## src/rtl/reset_pkg.sv

```systemverilog
`default_nettype none
`timescale 1ns/1ps
// ============================================================================
// Module      : reset_pkg
// Description : Shared types and constants for the reset sequencer.
// Revision    : 1.0 - initial release
// ============================================================================
package reset_pkg;

    typedef enum logic [1:0] {
        SYNC    = 2'd0,
        HOLD    = 2'd1,
        RELEASE = 2'd2,
        RUN     = 2'd3
    } rst_seq_state_t;

    localparam int MIN_SYNC_STAGES = 2;

endpackage
`default_nettype wire

```

## src/rtl/rst_sync_chain.sv

```systemverilog
`default_nettype none
`timescale 1ns/1ps
// ============================================================================
// Module      : rst_sync_chain
// Description : Multi-flop synchroniser with async preset/clear to RESET_VAL.
// Revision    : 1.0 - initial release
// ============================================================================
module rst_sync_chain #(
    parameter int   STAGES    = 2,
    parameter logic RESET_VAL = 1'b1
) (
    input  logic clk,
    input  logic rst,
    input  logic i_d,
    output logic o_q
);

    (* ASYNC_REG = "TRUE", shreg_extract = "no" *) logic [STAGES-1:0] r_stages;

    always_ff @(posedge clk or posedge rst) begin
        if (rst) begin
            r_stages <= {STAGES{RESET_VAL}};
        end else begin
            r_stages <= {r_stages[STAGES-2:0], i_d};
        end
    end

    assign o_q = r_stages[STAGES-1];

endmodule
`default_nettype wire

```

## src/rtl/reset_sequencer.sv

```systemverilog
`default_nettype none
`timescale 1ns/1ps
// ============================================================================
// Module      : reset_sequencer
// Description : Lock-gated, staggered multi-domain reset release sequencer.
// Revision    : 1.0 - initial release
// ============================================================================
module reset_sequencer
    import reset_pkg::*;
#(
    parameter int SYNC_STAGES = 2,
    parameter int HOLD_CYCLES = 16,
    parameter int NUM_DOMAINS = 3,
    parameter int STAGE_GAP   = 4
) (
    input  logic                   clk,
    input  logic                   rst,
    input  logic                   lock_i,
    input  logic                   soft_rst_req,
    output logic [NUM_DOMAINS-1:0] domain_rst_o,
    output logic                   all_released,
    output logic [1:0]             state_o
);

    localparam int c_HOLD_W = $clog2(HOLD_CYCLES + 1);
    localparam int c_GAP_W  = $clog2(STAGE_GAP + 1);
    localparam int c_IDX_W  = $clog2(NUM_DOMAINS + 1);

    localparam logic [c_HOLD_W-1:0] c_HOLD_LAST = c_HOLD_W'(HOLD_CYCLES - 1);
    localparam logic [c_GAP_W-1:0]  c_GAP_LAST  = c_GAP_W'(STAGE_GAP - 1);
    localparam logic [c_IDX_W-1:0]  c_IDX_LAST  = c_IDX_W'(NUM_DOMAINS - 1);

    if (SYNC_STAGES < MIN_SYNC_STAGES) begin : g_chk_sync
        $error("reset_sequencer: SYNC_STAGES must be >= %0d", MIN_SYNC_STAGES);
    end
    if (HOLD_CYCLES < 1) begin : g_chk_hold
        $error("reset_sequencer: HOLD_CYCLES must be >= 1");
    end
    if (NUM_DOMAINS < 1 || NUM_DOMAINS > 8) begin : g_chk_dom
        $error("reset_sequencer: NUM_DOMAINS must be in 1..8");
    end
    if (STAGE_GAP < 1) begin : g_chk_gap
        $error("reset_sequencer: STAGE_GAP must be >= 1");
    end

    logic w_rst_sync;
    logic w_lock_sync;

    rst_sync_chain #(.STAGES(SYNC_STAGES), .RESET_VAL(1'b1)) u_rst_sync (
        .clk (clk),
        .rst (rst),
        .i_d (1'b0),
        .o_q (w_rst_sync)
    );

    rst_sync_chain #(.STAGES(SYNC_STAGES), .RESET_VAL(1'b0)) u_lock_sync (
        .clk (clk),
        .rst (rst),
        .i_d (lock_i),
        .o_q (w_lock_sync)
    );

    rst_seq_state_t           r_state,        w_state_nxt;
    logic [c_HOLD_W-1:0]      r_hold_cnt,     w_hold_nxt;
    logic [c_GAP_W-1:0]       r_gap_cnt,      w_gap_nxt;
    logic [c_IDX_W-1:0]       r_idx,          w_idx_nxt;
    logic [NUM_DOMAINS-1:0]   r_domain_rst,   w_dom_nxt;
    logic                     r_all_released, w_all_nxt;
    logic [c_IDX_W-1:0]       w_idx_inc;
    logic                     w_reentry;

    always_ff @(posedge clk or posedge rst) begin
        if (rst) begin
            r_state        <= SYNC;
            r_hold_cnt     <= '0;
            r_gap_cnt      <= '0;
            r_idx          <= '0;
            r_domain_rst   <= '1;
            r_all_released <= 1'b0;
        end else begin
            r_state        <= w_state_nxt;
            r_hold_cnt     <= w_hold_nxt;
            r_gap_cnt      <= w_gap_nxt;
            r_idx          <= w_idx_nxt;
            r_domain_rst   <= w_dom_nxt;
            r_all_released <= w_all_nxt;
        end
    end

    always_comb begin
        w_state_nxt = r_state;
        w_hold_nxt  = r_hold_cnt;
        w_gap_nxt   = r_gap_cnt;
        w_idx_nxt   = r_idx;
        w_dom_nxt   = r_domain_rst;
        w_all_nxt   = r_all_released;
        w_idx_inc   = r_idx + 1'b1;
        // Re-entry outranks every normal transition, including the last release.
        w_reentry   = (r_state != SYNC) &&
                      (soft_rst_req || (!w_lock_sync && (r_state == RELEASE || r_state == RUN)));

        if (w_reentry) begin
            w_state_nxt = HOLD;
            w_hold_nxt  = '0;
            w_gap_nxt   = '0;
            w_idx_nxt   = '0;
            w_dom_nxt   = '1;
            w_all_nxt   = 1'b0;
        end else begin
            case (r_state)
                SYNC: begin
                    if (!w_rst_sync) begin
                        w_state_nxt = HOLD;
                        w_hold_nxt  = '0;
                    end
                end
                HOLD: begin
                    if (!w_lock_sync) begin
                        w_hold_nxt = '0;
                    end else if (r_hold_cnt == c_HOLD_LAST) begin
                        w_dom_nxt[0] = 1'b0;
                        w_hold_nxt   = '0;
                        if (NUM_DOMAINS == 1) begin
                            w_state_nxt = RUN;
                            w_all_nxt   = 1'b1;
                        end else begin
                            w_state_nxt = RELEASE;
                            w_idx_nxt   = '0;
                            w_gap_nxt   = '0;
                        end
                    end else begin
                        w_hold_nxt = r_hold_cnt + 1'b1;
                    end
                end
                RELEASE: begin
                    if (r_gap_cnt == c_GAP_LAST) begin
                        w_gap_nxt = '0;
                        w_idx_nxt = w_idx_inc;
                        for (int k = 1; k < NUM_DOMAINS; k++) begin
                            if (w_idx_inc == c_IDX_W'(k)) begin
                                w_dom_nxt[k] = 1'b0;
                            end
                        end
                        if (w_idx_inc == c_IDX_LAST) begin
                            w_state_nxt = RUN;
                            w_all_nxt   = 1'b1;
                        end
                    end else begin
                        w_gap_nxt = r_gap_cnt + 1'b1;
                    end
                end
                RUN: begin
                end
                default: begin
                    w_state_nxt = SYNC;
                end
            endcase
        end
    end

    assign domain_rst_o = r_domain_rst;
    assign all_released = r_all_released;
    assign state_o      = r_state;

endmodule
`default_nettype wire

```

## config.mk

```make
export PLATFORM = sky130hd
export DESIGN_NAME = reset_sequencer
export DESIGN_NICKNAME = d
export VERILOG_FILES = /design/src/rtl/reset_pkg.sv /design/src/rtl/rst_sync_chain.sv /design/src/rtl/reset_sequencer.sv
export SDC_FILE = /design/constraint.sdc
export NUM_CORES = 1
export LEC_CHECK = 0
export CORE_MARGIN = 2
export CORE_UTILIZATION = 34
export CTS_CLUSTER_DIAMETER = 120
export DETAILED_ROUTE_END_ITERATION = 7
export PLACE_DENSITY_LB_ADDON = 0.12
export SLEW_MARGIN = 10
export SYNTH_ARGS = -nofsm -noshare
export SYNTH_HDL_FRONTEND = slang
export SYNTH_SLANG_ARGS = --single-unit
```

## constraint.sdc

```tcl
create_clock -name clk -period 3.1 [get_ports clk]
set_input_delay 0.62 -clock clk [delete_from_list [all_inputs] [get_ports clk]]
set_output_delay 0.62 -clock clk [all_outputs]
set_load 0.005 [all_outputs]
```

==> impl_metrics.yaml <==
power:
  ir_drop_uv: 185.7
  switching_share: 0.2270
  comb_power_share: 0.066
  leakage_nw: 0.5346
  power_density_nw_per_um2: 352.5
  pwr-share-clk: 0.340
  p_int_uw: 349.4
  switchingPower_uw: 102.6
  seq_power_share: 0.595
drt:
  drt_iter0_markers: 31
  drc_errors: 0
  postRouteAntennaNets: 0
  firstDrtPassIters: 4
  vias_per_cell: 4.877
  wl_mm: 2.050
  wl_per_cell_um: 12.65
  vias: 790
synthesis:
  synth_top_family_by_area: "simple AND/OR/NAND/NOR gates"
  synth_cell_type_count: 44
  synth_warnings: 0
  synth_edf_count: 0
  syn-cell-area_um2: 1129
  avgSynthCellArea_um2: 10.45
  ys_seq_elements: 20
  synth-compound-area-share: 0.1774
  async_reset_ff_frac: 1.000
  synth_flop_cell: "dfrtp_1"
  syn_inst: 108
  syn_nets: 120
  synth.mux.area_fraction: 0.03215
  synth_xor_area_frac: 0
  synthAdderAreaFrac: 0.08869
  synth-seq-area-share: 0.4490
  synthSimpleGateAreaFrac: 0.1951
clock_tree:
  h-tree-depth: 1
  cts_made_buffers: 3
  clk_latency_ps: 300
  root_buffer: "clkbuf_4"
  hold_buffers: 0
  cts_setup_buffers: 0
  clk_path_buf_depth: 2
  cts_resized: 0
  clkSinkCount: 20
  clk_pin_slew_worst_paths_ps: 120
  cts_tree: "built"
worst_setup_path:
  critPathKind: "reg2reg"
  max_stage_delay_ps: 530
  critPathArrivalTime_ps: 2350
  crit_fanout: 10
  critPathLaunchType: "flip-flop"
  end_kind: "flip-flop"
  path_cells: "inv_1 -> ha_1 -> nor3_2 -> or3_1 -> nand2b_4 -> mux2_1"
  slowest_stage: "or3_1"
  worstPathRequired_ps: 3290
finish:
  num-fill-cells: 340
  area_growth_pct: 13.64
  final_common_cell: "dfrtp_1"
  mostFrequentLayoutCells: "dfrtp_1, nand2_1, inv_1, clkdlybuf4s50_1, ha_1"
  final_core_util: 0.4133
  layout-drive-gt1-share: 0.1441
  antennaDiodeCount: 0
  nets: 131
sta:
  tns_ps: 0
  worstMarginPinSlew_ps: 760.1
  setup_ws_ps: 945.8
  max_slew_margin: 0.4927
  setup_viol: 0
  slew_violations: 0
  clock_skew_ps: 1.338
  rsz0062_at_grt: "false"
  fin_crit_ps: 2154
  fmax_mhz: 464.2
  finalCritPeriodShare: 0.6949
  finalHoldViolCount: 0
global_routing:
  grtUsageTotal: 0.1289
  grt_max_degree: 21
  grt_pass1_wl_mm: 3.512
  grt_pass1_vias: 755
  overflow: 0
  antenna_found_initial: 0
floorplanning:
  die-area_um2: 3796
  io-pin-count: 10
  coreArea_um2: 3103
  row_count: 20
  fp.dieH_um: 61.62
  initial_core_util: 0.3637
  die_x_um: 61.62
placement:
  place.gp.congestion: 0.7646
  dp_slack_ps: 700.4
  dp_hpwl_mm: 1.536
  numPortBuffers: 9
run:
  cap_violations: 0
min_path:
  hold_path_class: "reg2reg"
outcome:
  status: "finished clean"
==> Yosys cell counts, types with 2 or more instances <==
cell type | count | area share
nand2_1 | 10 | 0.033
nor2b_1 | 3 | 0.017
o22ai_1 | 2 | 0.011
o21ai_0 | 6 | 0.027
o2bb2ai_1 | 2 | 0.016
nand3_1 | 2 | 0.0089
nor3_2 | 2 | 0.018
dfstp_2 | 5 | 0.12
a21oi_1 | 3 | 0.013
o21ai_1 | 3 | 0.013
buf_6 | 2 | 0.020
dfrtp_1 | 15 | 0.33
nor2_1 | 5 | 0.017
nor3_1 | 2 | 0.0089
nand2b_1 | 2 | 0.011
inv_1 | 9 | 0.030
ha_1 | 8 | 0.089
==> layout make-up <==
type                            count  area [µm²]  share of cell area
Sequential cell                    20       506.7              0.3951
Tap cell                           44       55.05             0.04293
Inverter                            9       33.78             0.02634
Multi-Input combinational cell     76       560.5              0.4371
Timing Repair Buffer                9       90.09             0.07024
Clock buffer                        4       36.28             0.02829
==> per-layer routing <==
layer	GRT usage	share of wire	wire, µm
met1	0.1738	0.51	1046
met2	0.2015	0.44	902
met3	0.04412	0.040	83
met4	0.02736	0.0093	19
met5	0	0	0
==> worst max-delay path: cells and delay by family, from the launching register on <==
family / cells / cell delay, ps
simple gates: 3 / 790
flops: 1 / 460
fa+ha+maj: 1 / 360
mux: 1 / 330
buf+inv: 1 / 110
==> stage by stage <==
step	cell area, µm²	std cells	hold slack [ps]	total power [mW]
2_1_floorplan	1129	108	331.2	0.2955
3_3_place_gp	1246	158	338.1	0.3039
3_5_place_dp	1246	158	335.8	0.3044
4_1_cts	1282	162	365.0	0.4619
5_1_grt	1282	162	371.7	0.4757
6_report	1282	162	363.7	0.4520
==> final timing paths <==
check	depth (start not counted)	slack (ps)	from	to
min in group asynchronous	2	750	rst	r_hold_cnt[1]
max in group asynchronous	2	1880	rst	r_hold_cnt[2]
setup reg to reg	6	950	state_o[0]	r_gap_cnt[0]
setup / recovery	6	950	state_o[0]	r_gap_cnt[0]
hold / removal	0	360	u_rst_sync.r_stages[0]	u_rst_sync.r_stages[1]
hold reg to reg	0	360	u_rst_sync.r_stages[0]	u_rst_sync.r_stages[1]
==> registers in the layout, summed over array words and instances, names as in the netlist <==
name and flops:
u_rst_sync.r_stages 2, r_gap_cnt 3, state_o 2, r_idx 2
u_lock_sync.r_stages 2, domain_rst_o 3, r_hold_cnt 5, all_released 1
==> cells by family (layout without fill, tap and decap cells) <==
kind of cell	Yosys count	after routing
buffers and inverters	12	22
and+or+nand+nor	37	37
DFF	20	20
muxes	3	3
AOI/OAI and AO/OA	27	27
adders and majority gates	8	8
other	1	1
==> power by group through the flow <==
| stage | Clock [mW] | Sequential (mW) | Combinational, mW |
|---|---|---|---|
| floorplan | 0 | 0.273 | 0.0229 |
| global placement | 0 | 0.274 | 0.0302 |
| detailed placement | 0 | 0.273 | 0.0309 |
| CTS | 0.162 | 0.269 | 0.0308 |
| global route | 0.172 | 0.270 | 0.0340 |
| finish | 0.153 | 0.269 | 0.0297 |
No activity file was read; power rests on OpenSTA's default activity.
==> patch, RTL diff (config.mk and constraints unchanged) <==
The parameter `HOLD_CYCLES` goes from 16 to 32.
--- a/src/rtl/reset_sequencer.sv
+++ b/src/rtl/reset_sequencer.sv
@@ -10,5 +10,5 @@
 #(
     parameter int SYNC_STAGES = 2,
-    parameter int HOLD_CYCLES = 16,
+    parameter int HOLD_CYCLES = 32,
     parameter int NUM_DOMAINS = 3,
     parameter int STAGE_GAP   = 4
Check against the original RTL: no difference found for any inputs over 10 cycles, from zero or initial values and one cycle with rst high; that may be too few to reach the edited logic, so the function may still have changed.
==> patch against the original RTL <==
Sequential cell count rose by 1; count of clock-buffer cells in the layout fell by 1; sequential power rose by 5%; utilization fell by 0.67 points; synthesized cell count rose by 5.6%; maximum frequency fell by 4.0%; design area rose by 6.6%; wire length rose by 9.2%; worst setup slack got worse by 89 ps; synthesized area rose by 6.5%; power fell by 1.0%; final cell count rose by 5.6%; largest power group unchanged.
==> patch: results <==
export IMPL_status="finished, final reports clean"
export IMPL_met1Wirelength_mm=1.152
export IMPL_route_detailed_wl_per_inst_um=13.09
export IMPL_timing_slew_headroom=0.4708
export IMPL_clock_buffers=3
export IMPL_detailedPlacementHpwl_mm=1.658
export IMPL_yosys_top_cells_count="16 x sky130_fd_sc_hd__dfrtp_1, 9 x sky130_fd_sc_hd__inv_1, 8 x sky130_fd_sc_hd__ha_1"
export IMPL_total_met2_wirelength_after_detailed_routing_um=991
export IMPL_viasPerCell=5.053
export IMPL_first_global_vias=861
export IMPL_placed_cell_area_sq_um=1340
export IMPL_grt_met3_usage=0.02857
export IMPL_dp_worst_setup_slack_ps=528.6
export IMPL_yosysSeqAreaShare=0.4422
export IMPL_synth_fa_ha_area_frac=0.08325
export IMPL_p_per_area_nw_per_um2=327.2
export IMPL_clock_skew_ps=2.326
export IMPL_met2_usage=0.1934
export IMPL_largest_reg_flops=6
export IMPL_buffer_share_of_cell_area=0.06587
export IMPL_multi_input_comb_area_sq_um=626.9
export IMPL_synth_cell_type_count=40
export IMPL_flow_area_growth_from_synthesis_pct=13.74
export IMPL_critical_path_slowest_cell="sky130_fd_sc_hd__nor3_2"
export IMPL_use_met1=0.1695
export IMPL_final_gp_congestion=0.7467
export IMPL_global_route_usage_total=0.1240
export IMPL_nWellTaps=46
export IMPL_grt_start_max_net_pins=22
export IMPL_static_leakage_power_uw=0.0005788
export IMPL_synth_fp_nets=126
export IMPL_n_fill_cell=354
export IMPL_number_of_sinks_on_the_clock_net=21
export IMPL_synthMuxAreaShare=0.02497
-- patch: cell count changes in the layout (fill, tap and decap cells not counted), sizes merged, moves of 2 or more --
cell	change
o2bb2ai	-2
a32o	+3
and2	+2
a2bb2oi	-2
o21ai	-2
a22o	+2
nand2	-4
nand2b	+2
nand3	+4
a21oi	-3
a21o	+4
nor2b	+2
-- patch: path summary, 6_finish.rpt --
| path | from | endpoint | slack [ps] | depth (start not counted) |
|---|---|---|---|---|
| worst max-delay path | state_o[0] | r_gap_cnt[1] | 860 | 6 |
| worst min-delay path | u_lock_sync.r_stages[0] | u_lock_sync.r_stages[1] | 360 | 0 |
| worst max register to register | state_o[0] | r_gap_cnt[1] | 860 | 6 |
| worst min register to register | u_lock_sync.r_stages[0] | u_lock_sync.r_stages[1] | 360 | 0 |
| max in group asynchronous | rst | u_lock_sync.r_stages[0] | 1870 | 2 |
| min in group asynchronous | rst | state_o[0] | 750 | 2 |
